<file path="src/rtl/mv_sched_pkg.sv">
// Shared types and bit-layout constants for the two-source matrix-vector scheduler.
// Matrices are row-major; row 0 and field 0 sit at the MSB end.
package mv_sched_pkg;

  typedef enum logic [1:0] {
    IDLE = 2'd0,
    RUN0 = 2'd1,
    RUN1 = 2'd2
  } SCHED_STATE_t;

  localparam int FLD_W = 32;
  localparam int ROW_W = 4 * FLD_W;
  localparam int MAT_W = 4 * ROW_W;

  function automatic int row_lsb(input int row);
    return MAT_W - ROW_W * (row + 1);
  endfunction

endpackage

</file>
<file path="src/rtl/xform_out_fifo.sv">
// Result FIFO: pushes unconditionally, pops on pop & valid, zero data while empty.
// Read data is combinational from the head entry.
module xform_out_fifo #(
  parameter int W     = 137,
  parameter int DEPTH = 8,
  parameter int CW    = $clog2(DEPTH + 1)
) (
  input  logic          clk,
  input  logic          rst,
  input  logic          push,
  input  logic [W-1:0]  push_data,
  input  logic          pop,
  output logic          valid,
  output logic [W-1:0]  data,
  output logic [CW-1:0] count
);

  localparam int PW = (DEPTH > 1) ? $clog2(DEPTH) : 1;

  logic [W-1:0]  mem [DEPTH];
  logic [PW-1:0] wp;
  logic [PW-1:0] rp;
  logic          do_pop;

  function automatic logic [PW-1:0] ptr_inc(input logic [PW-1:0] p);
    return (p == PW'(DEPTH - 1)) ? '0 : p + PW'(1);
  endfunction

  assign valid  = (count != '0);
  assign do_pop = pop && valid;
  assign data   = valid ? mem[rp] : '0;

  always_ff @(posedge clk) begin
    if (push) mem[wp] <= push_data;
  end

  always_ff @(posedge clk or posedge rst) begin
    if (rst) begin
      wp    <= '0;
      rp    <= '0;
      count <= '0;
    end else begin
      if (push)   wp <= ptr_inc(wp);
      if (do_pop) rp <= ptr_inc(rp);
      if (push && !do_pop)      count <= count + CW'(1);
      else if (!push && do_pop) count <= count - CW'(1);
    end
  end

endmodule

</file>
<file path="src/rtl/mv_xform_sched.sv">
// Round-robin burst scheduler feeding a shared 4x4 matrix-vector pipeline, reloading the
// matrix on source change or after a row rewrite; credit-metered issue into a result FIFO.
module mv_xform_sched
  import mv_sched_pkg::*;
#(
  parameter int IDW    = 8,
  parameter int DEPTH  = 8,
  parameter int DP_LAT = 5,
  parameter int BURST  = 4
) (
  input  logic             clk,
  input  logic             rst,
  input  logic             cfg_valid,
  input  logic             cfg_src,
  input  logic [1:0]       cfg_row,
  input  logic [ROW_W-1:0] cfg_data,
  input  logic             req0_valid,
  output logic             req0_ready,
  input  logic [IDW-1:0]   req0_id,
  input  logic [ROW_W-1:0] req0_v,
  input  logic             req1_valid,
  output logic             req1_ready,
  input  logic [IDW-1:0]   req1_id,
  input  logic [ROW_W-1:0] req1_v,
  output logic             dp_m_valid,
  output logic [MAT_W-1:0] dp_m,
  output logic             dp_in_valid,
  output logic [IDW:0]     dp_in_id,
  output logic [ROW_W-1:0] dp_v,
  input  logic             dp_out_valid,
  input  logic [IDW:0]     dp_out_id,
  input  logic [ROW_W-1:0] dp_o,
  output logic             out_valid,
  input  logic             out_ready,
  output logic             out_src,
  output logic [IDW-1:0]   out_id,
  output logic [ROW_W-1:0] out_v
);

  localparam int CW = $clog2(DEPTH + 1);
  localparam int BW = $clog2(BURST + 1);
  localparam int FW = IDW + 1 + ROW_W;

  if (DEPTH < DP_LAT + 1) begin : g_depth_chk
    $error("DEPTH must cover the datapath latency plus one");
  end

  SCHED_STATE_t state, state_nxt;
  logic [ROW_W-1:0] mat [2][4];
  logic [BW-1:0]    burst_cnt, burst_nxt;
  logic [CW-1:0]    inflight, fifo_count;
  logic             loaded_src, dirty, dirty_nxt, last_src;
  logic             gsrc, greq_valid, other_valid, credit_ok, issue, new_loaded;
  logic [FW-1:0]    fifo_data;

  assign gsrc        = (state == RUN1);
  assign greq_valid  = gsrc ? req1_valid : req0_valid;
  assign other_valid = gsrc ? req0_valid : req1_valid;
  // Reserve a FIFO slot for every vertex still inside the pipeline.
  assign credit_ok   = ({1'b0, fifo_count} + {1'b0, inflight}) < (CW + 1)'(DEPTH);
  assign issue       = (state != IDLE) && greq_valid && credit_ok;

  assign req0_ready  = issue && !gsrc;
  assign req1_ready  = issue && gsrc;
  assign dp_in_valid = issue;
  assign dp_in_id    = issue ? {gsrc, (gsrc ? req1_id : req0_id)} : '0;
  assign dp_v        = issue ? (gsrc ? req1_v : req0_v) : '0;
  assign dp_m_valid  = issue && ((gsrc != loaded_src) || dirty);

  for (genvar r = 0; r < 4; r++) begin : g_row
    assign dp_m[row_lsb(r) +: ROW_W] = mat[gsrc][r];
  end

  // A row write to whichever matrix the datapath holds after this edge forces a reload.
  assign new_loaded = issue ? gsrc : loaded_src;
  assign dirty_nxt  = (cfg_valid && (cfg_src == new_loaded)) || (dirty && !issue);

  always_comb begin
    state_nxt = state;
    burst_nxt = burst_cnt;
    if (issue && (burst_cnt < BW'(BURST))) burst_nxt = burst_cnt + BW'(1);
    case (state)
      IDLE: begin
        if (req0_valid && req1_valid) state_nxt = last_src ? RUN0 : RUN1;
        else if (req0_valid)          state_nxt = RUN0;
        else if (req1_valid)          state_nxt = RUN1;
      end
      RUN0, RUN1: begin
        if (other_valid && (!greq_valid || (burst_nxt == BW'(BURST))))
          state_nxt = gsrc ? RUN0 : RUN1;
        else if (!greq_valid && !other_valid)
          state_nxt = IDLE;
      end
      default: state_nxt = IDLE;
    endcase
  end

  always_ff @(posedge clk or posedge rst) begin
    if (rst) begin
      state      <= IDLE;
      burst_cnt  <= '0;
      last_src   <= 1'b1;
      loaded_src <= 1'b0;
      dirty      <= 1'b1;
      inflight   <= '0;
    end else begin
      state      <= state_nxt;
      burst_cnt  <= (state_nxt != state) ? '0 : burst_nxt;
      dirty      <= dirty_nxt;
      loaded_src <= new_loaded;
      if (issue) last_src <= gsrc;
      if (issue && !dp_out_valid)      inflight <= inflight + CW'(1);
      else if (!issue && dp_out_valid) inflight <= inflight - CW'(1);
    end
  end

  always_ff @(posedge clk or posedge rst) begin
    if (rst) begin
      for (int s = 0; s < 2; s++)
        for (int r = 0; r < 4; r++) mat[s][r] <= '0;
    end else if (cfg_valid) begin
      mat[cfg_src][cfg_row] <= cfg_data;
    end
  end

  xform_out_fifo #(.W(FW), .DEPTH(DEPTH), .CW(CW)) u_fifo (
    .clk       (clk),
    .rst       (rst),
    .push      (dp_out_valid),
    .push_data ({dp_out_id, dp_o}),
    .pop       (out_ready),
    .valid     (out_valid),
    .data      (fifo_data),
    .count     (fifo_count)
  );

  assign out_src = fifo_data[FW-1];
  assign out_id  = fifo_data[FW-2 -: IDW];
  assign out_v   = fifo_data[ROW_W-1:0];

endmodule
</file>
<file path="config.mk">
export PLATFORM = sky130hd
export DESIGN_NAME = mv_xform_sched
export DESIGN_NICKNAME = d
export VERILOG_FILES = /design/src/rtl/mv_sched_pkg.sv /design/src/rtl/xform_out_fifo.sv /design/src/rtl/mv_xform_sched.sv
export SDC_FILE = /design/constraint.sdc
export NUM_CORES = 2
export LEC_CHECK = 0
export CAP_MARGIN = 20
export CORE_AREA = 5 5 520 522
export DETAILED_ROUTE_END_ITERATION = 12
export DIE_AREA = 0 0 525 527
export PLACE_DENSITY = 0.6
export SLEW_MARGIN = 5
export SYNTH_ARGS = -nofsm -noshare
export SYNTH_HDL_FRONTEND = slang
export SYNTH_SLANG_ARGS = --single-unit
</file>
<file path="constraint.sdc">
create_clock -name clk -period 35.9 [get_ports clk]
set_input_delay 3.59 -clock clk [delete_from_list [all_inputs] [get_ports clk]]
set_output_delay 3.59 -clock clk [all_outputs]
set_load 0.005 [all_outputs]
</file>
==> run metrics <==
FF+latch count, synth around 2.1k; pin count of the biggest net entering global routing 180; Setup Skew around 100 ps; f_max 86.1 MHz; commonest cells after routing, fill and taps aside mux2_2 (1541), clkdlybuf4s50_1 (1337), edfxtp_1 (1096), dfrtp_1 (1041), nor2_1 (283); hold buffer count at cts 0; Net Switching between 2000 and 3000 uW; clock root buffer clkbuf_16; mux cell area share after synthesis a little under 30%; crit share post-route between 30% and 40%; met1 wire length around 120000 microns; WHS Endpoint inflight[3]$_DFFE_PP0P_; R2R Path Start state[0]$_DFF_PP0_; Max-Cap Viols 0; DRC violations left 0; via count between 50k and 60k; Seq pwr share 36.0%; Synth Area in Simple Gates 1.60%; Clock transition at path regs roughly 60 ps; critical-path maximum fanout 65; number of synthesized flops with an enable pin around 1.1k; leading register cell type out of synthesis edfxtp_1; number of global-route vias before repair roughly 53k; Die ar. around 280000 sq um; synthesized netlist net count ~5.5k; first-pass GRT wire length 432000 microns; clock network fraction of total power approximately 27%; combinational group share of total power between 30% and 40%; Worst-Margin Slew 1160 ps; Warnings, synthesis 0; final setup fails 0; Mapped Avg Cell Area ~18 sq um; Critical Path RT 32310 ps; fillcell total 23.3k; CP arrival approximately 8000 ps; HP Class reg -> reg; Clock Latency Late Sink about 900 ps; DP Worst Slack 25110 ps; drt initial violations around 3.6k; Post-Synth Adder-Cell Area less than 1%; Pleak around 0.042 uW; CTS Buf Count 233; Max VDD drop roughly 0.06 mV; Initial Utilization 33.6%; Slew Limit Headroom between 20 and 25%; setup TNS 0 ps; Synth Cell Area roughly 89000 sq um; H-Tree Depth 4; Net Sw Frac approximately 31%; IO Count roughly 1.3k; RSZ-0062 raised after global routing false; per-cell routed wire length ~31 microns; Overall Power 8970 uW; most common cell after layout, fill and taps aside mux2_2; nets slightly below 7k; synth unique cells slightly below 50; core area between 200000 and 300000 sq um; Vias per Instance about 5; Crit Path Class reg -> out; Synth Area in Compound Gates less than 1%; CTS max path bufs 4; Final WS setup 24280 ps; Worst Hold Depth 1; Critical Path Max Stage Delay roughly 980 ps; status finished, final reports clean; cell count after synthesis 4939; initial antenna violation count 145; Reg area slightly below 60000 sq um; Cell Chain, Critical Path inv_1, ha_4, buf_4, buf_4, buf_4, buf_4, buf_4, buf_4, mux2i_2, buf_4, nor2_1, clkdlybuf4s50_1; CP top delay family buffers and inverters; Die Y ~530 microns; layout cells sized above 1 between 30% and 40%; Routed Wire Length around 310000 microns; slowest stage cell, crit path buf_4; worst r2r dst dirty$_DFF_PP1_; final hold violations 0; Syn-to-layout area delta 28.5%; Worst Setup End Kind output port; hold_ws about 490 ps; Port-buffer cells 1337; Final Slew Violations 0; # clock sinks between 2k and 2.5k; routability cong. roughly 0.9; Detail Placement HPWL roughly 220000 microns; hold path startpoint inflight[3]$_DFFE_PP0P_; met3 wire len 25200 microns; largest family of logic cells by synthesized area multiplexers; WP buf/inv 9; FFs w/ async S/R, synth between 40% and 50%; internal power about 6200 uW; area of the multi-input gates ~28000 sq um; Setup Buffers After CTS 0; Gates resized, CTS repair 0; Critical Path Source Type flip-flop; pwr dens roughly 79 nW/um^2; Final min period 11620 ps; met2 wire length around 150000 microns; post-route cell area between 100000 and 150000 sq um; grt total ovfl 0; DR top layer met5; Most common cell on crit path buf_4; placed cell areas 106000 sq um; Die Wd 525 microns; CTS tree built; Final ANT Viol Nets 0; worst reg-to-reg setup slack around 32000 ps; Initial DRT Pass Iterations 5; row cnt 189; Synth Area in XOR/XNOR less than 1%; GR Util All Layers 21.9%; reg2reg path depth 10; sequential share of the synthesized area between 60% and 70%
-- stage by stage --
stage	std cells	utilization [%]
after detailed placement	9600	40.1
after floorplan	4939	-
after CTS	10000	43.0
final	10200	43.2
after global placement	9600	40.1
after global routing	10100	43.1
-- cells in the mapped netlist, types with 9 or more instances --
cell      count  share of area [%]
mux2_2     1541                 20
edfxtp_1   1096                 37
dfrtp_1    1044                 29
nor2_1      289                1.2
mux2i_1     275                3.1
mux4_2      274                6.9
buf_2       184                1.0
buf_4        52               0.44
clkbuf_1     37               0.16
buf_1        23              0.097
ha_1         17               0.24
nand2_1      13              0.055
inv_1        10              0.042
nor3_1        9              0.051
o21ai_0       9              0.051
-- area by class of cell --
cell class              count  area share, %
inverters                  10         0.0394
repair buffers           1429           12.5
well taps                3533           3.87
multi-input cells        2491           24.8
flip-flops and latches   2142           51.7
diodes                    145          0.318
clock inverters           114           1.06
clock buffers             312           5.67
-- per-layer routing --
| layer | vias up | GRT usage [%] |
|---|---|---|
| li1 | 21700 | - |
| met3 | 494 | 7.10 |
| met2 | 1611 | 36.3 |
| met4 | 66 | 9.81 |
| met5 | - | 0 |
| met1 | 27200 | 26.0 |
-- worst max-delay path by stage --
stage | slack (ps) | cells after the start | endpoint | startpoint
after global placement | 25120 | 12 | dp_v[99] | state[0]$_DFF_PP0_
final | 24280 | 12 | dp_v[96] | state[0]$_DFF_PP0_
after global routing | 23850 | 12 | dp_v[96] | state[0]$_DFF_PP0_
after CTS | 24080 | 12 | dp_v[96] | state[0]$_DFF_PP0_
after floorplan | 2870 | 1 | burst_cnt[0]$_DFF_PP0_ | rst
after detailed placement | 25110 | 12 | dp_v[96] | state[0]$_DFF_PP0_
-- flip-flops by register name (all words and copies together), names as in the netlist --
register,count
u_fifo.mem,1096
mat,1024
inflight,4
u_fifo.count,4
burst_cnt,3
u_fifo.rp,3
u_fifo.wp,3
state,2
dirty,1
last_src,1
loaded_src,1
-- power groups by stage --
stage	combinational (uW)	clock (uW)	sequential, uW
2_1_floorplan	1700	0	3220
4_1_cts	3380	2460	3230
6_report	3340	2400	3230
3_3_place_gp	3350	0	3260
3_5_place_dp	3360	0	3280
5_1_grt	3550	2570	3270
-- worst reg2reg max path, stage by stage (launching register included) --
cell and delay [ps]:
dfrtp_1 440, inv_1 170, ha_4 600, mux2i_1 320
nand4b_4 340, buf_12 270, buf_4 760, nor2_2 190
a21o_1 230, xnor2_1 120, a22o_1 190
-- kinds of logic (layout without fill, tap and decap cells) --
group,count (synthesis),after routing
compound gates,30,30
xor+xnor,11,11
fa+ha+maj,19,19
buf+inv,306,1865
flops,2142,2142
mux,2090,2090
other cells,0,145
simple gates,341,341
Power figures use the tool's default switching activity.
